File: src/rtl/sprite_pkg.sv
// sprite_pkg: shared constants and state encoding for the
// sprite scanline sequencer.
package sprite_pkg;

  localparam int DEF_DISPLAY_WIDTH  = 600;
  localparam int DEF_DISPLAY_HEIGHT = 480;

  typedef logic [2:0] state_t;

  localparam state_t ST_IDLE  = 3'd0;
  localparam state_t ST_CLEAR = 3'd1;
  localparam state_t ST_EVAL  = 3'd2;
  localparam state_t ST_DRAW  = 3'd3;
  localparam state_t ST_SWAP  = 3'd4;

  function automatic int line_w(input int width);
    return $clog2(width);
  endfunction

  localparam int DEF_LINE_NUMBER_WIDTH =
    line_w(DEF_DISPLAY_WIDTH);

endpackage

File: src/rtl/sprite_seq_watchdog.sv
// sprite_seq_watchdog: per-phase cycle counter that flags a
// phase which has lasted CYCLES cycles without finishing.
module sprite_seq_watchdog #(
  parameter int CYCLES = 1024
) (
  input  logic clk,
  input  logic rst,
  input  logic start_i,
  input  logic active_i,
  output logic expired_o
);

  localparam int CW = $clog2(CYCLES + 1);

  logic [CW-1:0] cnt_q;
  logic [CW-1:0] cnt_d;

  assign expired_o = active_i &&
                     (cnt_q == CW'(CYCLES - 1));

  always_comb begin
    cnt_d = cnt_q;
    if (start_i) begin
      cnt_d = '0;
    end else if (active_i && !expired_o) begin
      cnt_d = cnt_q + CW'(1);
    end
  end

  always_ff @(posedge clk) begin
    if (!rst) begin
      cnt_q <= '0;
    end else begin
      cnt_q <= cnt_d;
    end
  end

endmodule

File: src/rtl/sprite_scanline_sequencer.sv
// sprite_scanline_sequencer: clear / evaluate / draw / swap per line.
// Optional per-phase watchdog: define SPRITE_SEQ_WATCHDOG_EN.
module sprite_scanline_sequencer
  import sprite_pkg::*;
#(
  parameter int DISPLAY_WIDTH     = DEF_DISPLAY_WIDTH,
  parameter int DISPLAY_HEIGHT    = DEF_DISPLAY_HEIGHT,
  parameter int LINE_NUMBER_WIDTH = line_w(DISPLAY_WIDTH),
  parameter int WATCHDOG_CYCLES   = 1024
) (
  input  logic                         clk,
  input  logic                         rst,
  input  logic                         frame_start,
  input  logic                         line_start,
  input  logic [LINE_NUMBER_WIDTH-1:0] next_line,
  output logic                         clear_we,
  output logic [$clog2(DISPLAY_WIDTH)-1:0] clear_addr,
  output logic                         eval_enable,
  input  logic                         eval_done,
  output logic                         draw_enable,
  input  logic                         draw_done,
  output logic [LINE_NUMBER_WIDTH-1:0] line_number,
  output logic                         buf_select,
  output logic                         line_done,
  output logic                         busy,
  output logic                         overrun,
  output logic                         timeout
);

  localparam int AW = $clog2(DISPLAY_WIDTH);
  localparam logic [AW-1:0] LAST_ADDR = AW'(DISPLAY_WIDTH - 1);

  state_t state_q, state_d;

  logic          clear_we_q, clear_we_d;
  logic [AW-1:0] clear_addr_q, clear_addr_d;
  logic          eval_en_q, eval_en_d;
  logic          draw_en_q, draw_en_d;
  logic [LINE_NUMBER_WIDTH-1:0] line_num_q, line_num_d;
  logic          buf_sel_q, buf_sel_d;
  logic          line_done_q, line_done_d;
  logic          busy_q, busy_d;
  logic          overrun_q, overrun_d;
  logic          timeout_q, timeout_d;

  logic line_ok;
  logic wd_expired;

  assign line_ok = line_start &&
                   (int'(next_line) < DISPLAY_HEIGHT);

`ifdef SPRITE_SEQ_WATCHDOG_EN
  logic wd_start;
  logic wd_active;

  assign wd_start =
    ((state_d == ST_EVAL) && (state_q != ST_EVAL)) ||
    ((state_d == ST_DRAW) && (state_q != ST_DRAW));
  assign wd_active = (state_q == ST_EVAL) ||
                     (state_q == ST_DRAW);

  sprite_seq_watchdog #(
    .CYCLES (WATCHDOG_CYCLES)
  ) u_watchdog (
    .clk       (clk),
    .rst       (rst),
    .start_i   (wd_start),
    .active_i  (wd_active),
    .expired_o (wd_expired)
  );
`else
  assign wd_expired = 1'b0;
`endif

  always_comb begin
    state_d      = state_q;
    clear_we_d   = 1'b0;
    clear_addr_d = clear_addr_q;
    eval_en_d    = 1'b0;
    draw_en_d    = 1'b0;
    line_num_d   = line_num_q;
    buf_sel_d    = buf_sel_q;
    line_done_d  = 1'b0;
    overrun_d    = overrun_q;
    timeout_d    = timeout_q;

    if (frame_start) begin
      // Abort wins, but a same-cycle line request is still taken.
      state_d   = ST_IDLE;
      buf_sel_d = 1'b0;
      overrun_d = 1'b0;
      timeout_d = 1'b0;
      if (line_ok) begin
        state_d      = ST_CLEAR;
        clear_we_d   = 1'b1;
        clear_addr_d = '0;
        line_num_d   = next_line;
      end
    end else begin
      if (line_ok && (state_q != ST_IDLE)) begin
        overrun_d = 1'b1;
      end
      unique case (state_q)
        ST_IDLE: begin
          if (line_ok) begin
            state_d      = ST_CLEAR;
            clear_we_d   = 1'b1;
            clear_addr_d = '0;
            line_num_d   = next_line;
          end
        end
        ST_CLEAR: begin
          if (clear_addr_q == LAST_ADDR) begin
            state_d   = ST_EVAL;
            eval_en_d = 1'b1;
          end else begin
            clear_we_d   = 1'b1;
            clear_addr_d = clear_addr_q + AW'(1);
          end
        end
        ST_EVAL: begin
          if (eval_done) begin
            state_d   = ST_DRAW;
            draw_en_d = 1'b1;
          end else if (wd_expired) begin
            state_d   = ST_IDLE;
            timeout_d = 1'b1;
          end else begin
            eval_en_d = 1'b1;
          end
        end
        ST_DRAW: begin
          if (draw_done) begin
            state_d     = ST_SWAP;
            buf_sel_d   = ~buf_sel_q;
            line_done_d = 1'b1;
          end else if (wd_expired) begin
            state_d   = ST_IDLE;
            timeout_d = 1'b1;
          end else begin
            draw_en_d = 1'b1;
          end
        end
        ST_SWAP: begin
          state_d = ST_IDLE;
        end
        default: begin
          state_d = ST_IDLE;
        end
      endcase
    end

    busy_d = (state_d != ST_IDLE);
  end

  always_ff @(posedge clk) begin
    if (!rst) begin
      state_q      <= ST_IDLE;
      clear_we_q   <= 1'b0;
      clear_addr_q <= '0;
      eval_en_q    <= 1'b0;
      draw_en_q    <= 1'b0;
      line_num_q   <= '0;
      buf_sel_q    <= 1'b0;
      line_done_q  <= 1'b0;
      busy_q       <= 1'b0;
      overrun_q    <= 1'b0;
      timeout_q    <= 1'b0;
    end else begin
      state_q      <= state_d;
      clear_we_q   <= clear_we_d;
      clear_addr_q <= clear_addr_d;
      eval_en_q    <= eval_en_d;
      draw_en_q    <= draw_en_d;
      line_num_q   <= line_num_d;
      buf_sel_q    <= buf_sel_d;
      line_done_q  <= line_done_d;
      busy_q       <= busy_d;
      overrun_q    <= overrun_d;
      timeout_q    <= timeout_d;
    end
  end

  assign clear_we    = clear_we_q;
  assign clear_addr  = clear_addr_q;
  assign eval_enable = eval_en_q;
  assign draw_enable = draw_en_q;
  assign line_number = line_num_q;
  assign buf_select  = buf_sel_q;
  assign line_done   = line_done_q;
  assign busy        = busy_q;
  assign overrun     = overrun_q;
  assign timeout     = timeout_q;

endmodule

File: config.mk
export PLATFORM = sky130hd
export DESIGN_NAME = sprite_scanline_sequencer
export DESIGN_NICKNAME = d
export VERILOG_FILES = /design/src/rtl/sprite_pkg.sv /design/src/rtl/sprite_seq_watchdog.sv /design/src/rtl/sprite_scanline_sequencer.sv
export SDC_FILE = /design/constraint.sdc
export NUM_CORES = 1
export LEC_CHECK = 0
export ABC_AREA = 1
export CAP_MARGIN = 20
export CORE_UTILIZATION = 37
export DETAILED_ROUTE_END_ITERATION = 8
export PLACE_DENSITY_LB_ADDON = 0.15
export SLEW_MARGIN = 5
export SYNTH_ARGS = -nofsm -noshare
export SYNTH_HDL_FRONTEND = slang
export SYNTH_SLANG_ARGS = --single-unit
File: constraint.sdc
create_clock -name clk -period 2.9 [get_ports clk]
set_input_delay 0.29 -clock clk [delete_from_list [all_inputs] [get_ports clk]]
set_output_delay 0.29 -clock clk [all_outputs]
set_load 0.05 [all_outputs]
==> impl_metrics.tcl <==
set metrics [dict create \
    min_delay_worst_endpoint "line_number[9]" \
    critical_path_buf_inv_count 1 \
    coreArea_sq_um 3440 \
    timing.max_slew.rel_slack_pct 66.2 \
    int_pwr_w 0.000663 \
    busiest_layer "met2" \
    timing.critical_path.from_type "register" \
    dominant_cells_by_area_after_synthesis "sky130_fd_sc_hd__dfxtp_1, sky130_fd_sc_hd__nand2_1, sky130_fd_sc_hd__a21oi_1, sky130_fd_sc_hd__nand3_1, sky130_fd_sc_hd__inv_1" \
    first_global_vias 1252 \
    groute.layer.met2.usage_pct 28.8 \
    buffers_inserted_during_post_cts_setup_optimization 0 \
    worst_r2r_startpoint "state_q[1]" \
    avgViaCountPerCell 4.87 \
    worst_hold_path.num_cells 2 \
    postSynthAreaPerCell_sq_um 6.99 \
    syn2layout_area_growth_pct 39.9 \
    synth.top_cell.area_share_pct 44.1 \
    timing.critical_path.depth 1 \
    final_layout_size_suffix_gt1_share_pct 7.92 \
    worst_r2r_path_depth 7 \
    max-cap-violations 0 \
    synth-warning-count 0 \
    worst-slew-pin-transition_ns 0.506 \
    dieHeight_um 62.7 \
    crit_required_ns 2.61 \
    num_io_pins 44 \
    io_buffer_count 42 \
    clock-skew-final_ns 0.00640 \
    total_negative_setup_slacks_ns 0 \
    place.gp.congestion 0.900 \
    globalRouteOverflowTotal 0 \
    power_frac_seq_pct 47.6 \
    synthDistinctLibCells 24 \
    number_of_enable_flip_flop_cells_after_synthesis 0 \
    htree_num_levels 2 \
    pre_cts_slack_ns 0.741 \
    fp.dieW_um 62.7 \
    post_synth_inst_count 195 \
    share_comb_of_total_power_pct 14.6 \
    timing.final.hold_violations 0 \
    clkLatencyLatePin_ns 0.28 \
    cp_slowest_stage_delay_ns 0.84 \
    timing.hold.worst.class "register to register" \
    final-setup-viol-count 0 \
    post-synth-top-count-cell "sky130_fd_sc_hd__nand2_1" \
    cp-end-kind "output pin" \
    synth_seq_area_share_pct 44.1 \
    syn_nets 212 \
    grt_max_degree 14 \
    power.ir.vdd_worst_mv 0.288 \
    final_period_minus_worst_setup_slack_ns 1.87 \
    yosysTopAreaCell "sky130_fd_sc_hd__dfxtp_1" \
    postSynthRegisterBits 30 \
    r2r_setup_slk_ns 1.15 \
    ctsRootBufferMaster "sky130_fd_sc_hd__clkbuf_8" \
    drc 0 \
    drt-total-wl_um 3230 \
    post_cts_hold_buffer_count 0 \
    cts_num_sinks 30 \
    worst-endpoint-arrival_ns 1.58 \
    post-route-worst-setup-slack_ns 1.03 \
    synthFlopType "sky130_fd_sc_hd__dfxtp_1" \
    cts_tree "built" \
    clkTransAtPathRegs_ns 0.06 \
    critical_path_cell_by_cell "clkdlybuf4s50_1" \
    wl_per_cell_um 11.3 \
    gr-usage-met3_pct 5.29 \
    status "completed" \
    sw_ratio_pct 26.4 \
    die_area_sq_um 3930 \
    grt_pass1_wl_um 5440 \
    p_clk_share_pct 37.8 \
    reg2reg_to "clear_addr[4]" \
    path_max_fanout 6 \
    finish.utilization_pct 55.4 \
    ant_nets 0 \
    switching_component_of_the_power_w 0.000238 \
    final_layout_worst_hold_slack_ns 0.448 \
    numCtsBuffers 5 \
    rows 21 \
    cts-root-to-sink-buffers 2 \
    finish.net_count 256 \
    insertedDiodeCount 0 \
    asyncSetResetFlopFracSynth_pct 0 \
    use_met1_pct 21.1 \
    critical_path.slowest_cell "sky130_fd_sc_hd__clkdlybuf4s50_1" \
    post_cts_resize_count 0 \
    dr.pass1.iters 4 \
    route.vias.total 1394 \
    detailedPlacementHpwl_um 2480 \
    drt-initial-drc-count 64 \
    synth.cell_area_sq_um 1360 \
    cpLargestDelayFamily "buffers and inverters" \
    post-route-period-util_pct 64.4 \
    power_leakage_nw 0.737 \
    starting_density_pct 39.6 \
    synth_commonest_cells "sky130_fd_sc_hd__nand2_1, sky130_fd_sc_hd__dfxtp_1, sky130_fd_sc_hd__a21oi_1, sky130_fd_sc_hd__inv_1, sky130_fd_sc_hd__nand3_1" \
    antenna_found_initial 0 \
    power_per_cell_area_nw_per_um2 472 \
    grt_setup_unrepaired "no" \
    finalMaxSlewViolations 0 \
    worst-setup-path-type "register to output pin" \
    hold_path_startpoint "line_number[9]" \
    gr-usage-all-layers_pct 17.8 \
    clock.fmax_mhz 535 \
]
==> cell families after synthesis <==
group                      share of synthesized area, %
and+or+nand+nor                                    32.0
DFF                                                44.1
AOI/OAI and AO/OA                                  14.0
adders and majority gates                         0.918
buffers and inverters                              8.72
other                                             0.275
==> cells in the final DEF (no fill, tap or decap), types with 2 or more instances in the layout <==
| cell type | Yosys | layout |
|---|---|---|
| sky130_fd_sc_hd__a21oi_1 | 22 | 22 |
| sky130_fd_sc_hd__clkdlybuf4s50_1 | 0 | 42 |
| sky130_fd_sc_hd__nand4_1 | 4 | 4 |
| sky130_fd_sc_hd__nand2_2 | 3 | 3 |
| sky130_fd_sc_hd__inv_1 | 22 | 22 |
| sky130_fd_sc_hd__nor2_1 | 18 | 18 |
| sky130_fd_sc_hd__nor3_1 | 2 | 2 |
| sky130_fd_sc_hd__inv_2 | 3 | 3 |
| sky130_fd_sc_hd__nand3_1 | 21 | 21 |
| sky130_fd_sc_hd__nor2_4 | 2 | 2 |
| sky130_fd_sc_hd__nand2_1 | 45 | 45 |
| sky130_fd_sc_hd__clkbuf_8 | 0 | 6 |
| sky130_fd_sc_hd__or2_2 | 2 | 2 |
| sky130_fd_sc_hd__dfxtp_1 | 30 | 30 |
| sky130_fd_sc_hd__o21ai_0 | 8 | 8 |
==> power groups by stage <==
stage / combinational (W) / sequential (W) / clock (W)
CTS: 0.000132 / 0.000429 / 0.000351
global placement: 0.000132 / 0.000438 / 0
detailed placement: 0.000132 / 0.000438 / 0
floorplan: 0.0000475 / 0.000473 / 0
global route: 0.000142 / 0.000430 / 0.000369
finish: 0.000132 / 0.000429 / 0.000340
==> final cells by class <==
type | instances | area, sq um
well taps | 46 | 57.6
clock inverters | 1 | 5.00
repair buffers | 42 | 420
fillers | 335 | 1540
clock buffers | 7 | 86.3
flip-flops and latches | 30 | 601
multi-input cells | 135 | 643
inverters | 25 | 93.8
==> worst max path at each step <==
stage,from,to,slack (ns)
2_1_floorplan,clear_addr[0],clear_addr[1],1.13
3_3_place_gp,line_start,clear_addr[4],0.77
3_5_place_dp,line_start,clear_addr[4],0.74
4_1_cts,clear_addr[4],clear_addr[4],1.03
5_1_grt,line_start,clear_addr[4],0.85
6_report,clear_addr[4],clear_addr[4],1.03
==> state kept, by name, indices dropped and copies added, names as in the netlist <==
signal	count
state_q	3
draw_enable	1
eval_enable	1
overrun	1
line_number	10
buf_select	1
line_done	1
clear_we	1
busy	1
clear_addr	10
==> routing by layer <==
layer	vias to the layer above	wire, um
li1	716	-
met1	639	1490
met2	32	1520
met3	7	149
met4	0	63
met5	-	0
==> per-stage QoR <==
| stage | power, W | instances | area [sq um] |
|---|---|---|---|
| 2_1_floorplan | 0.000520 | 195 | 1360 |
| 3_3_place_gp | 0.000570 | 278 | 1820 |
| 3_5_place_dp | 0.000570 | 278 | 1820 |
| 4_1_cts | 0.000912 | 286 | 1910 |
| 5_1_grt | 0.000941 | 286 | 1910 |
| 6_report | 0.000901 | 286 | 1910 |
Power figures use the tool's default switching activity.
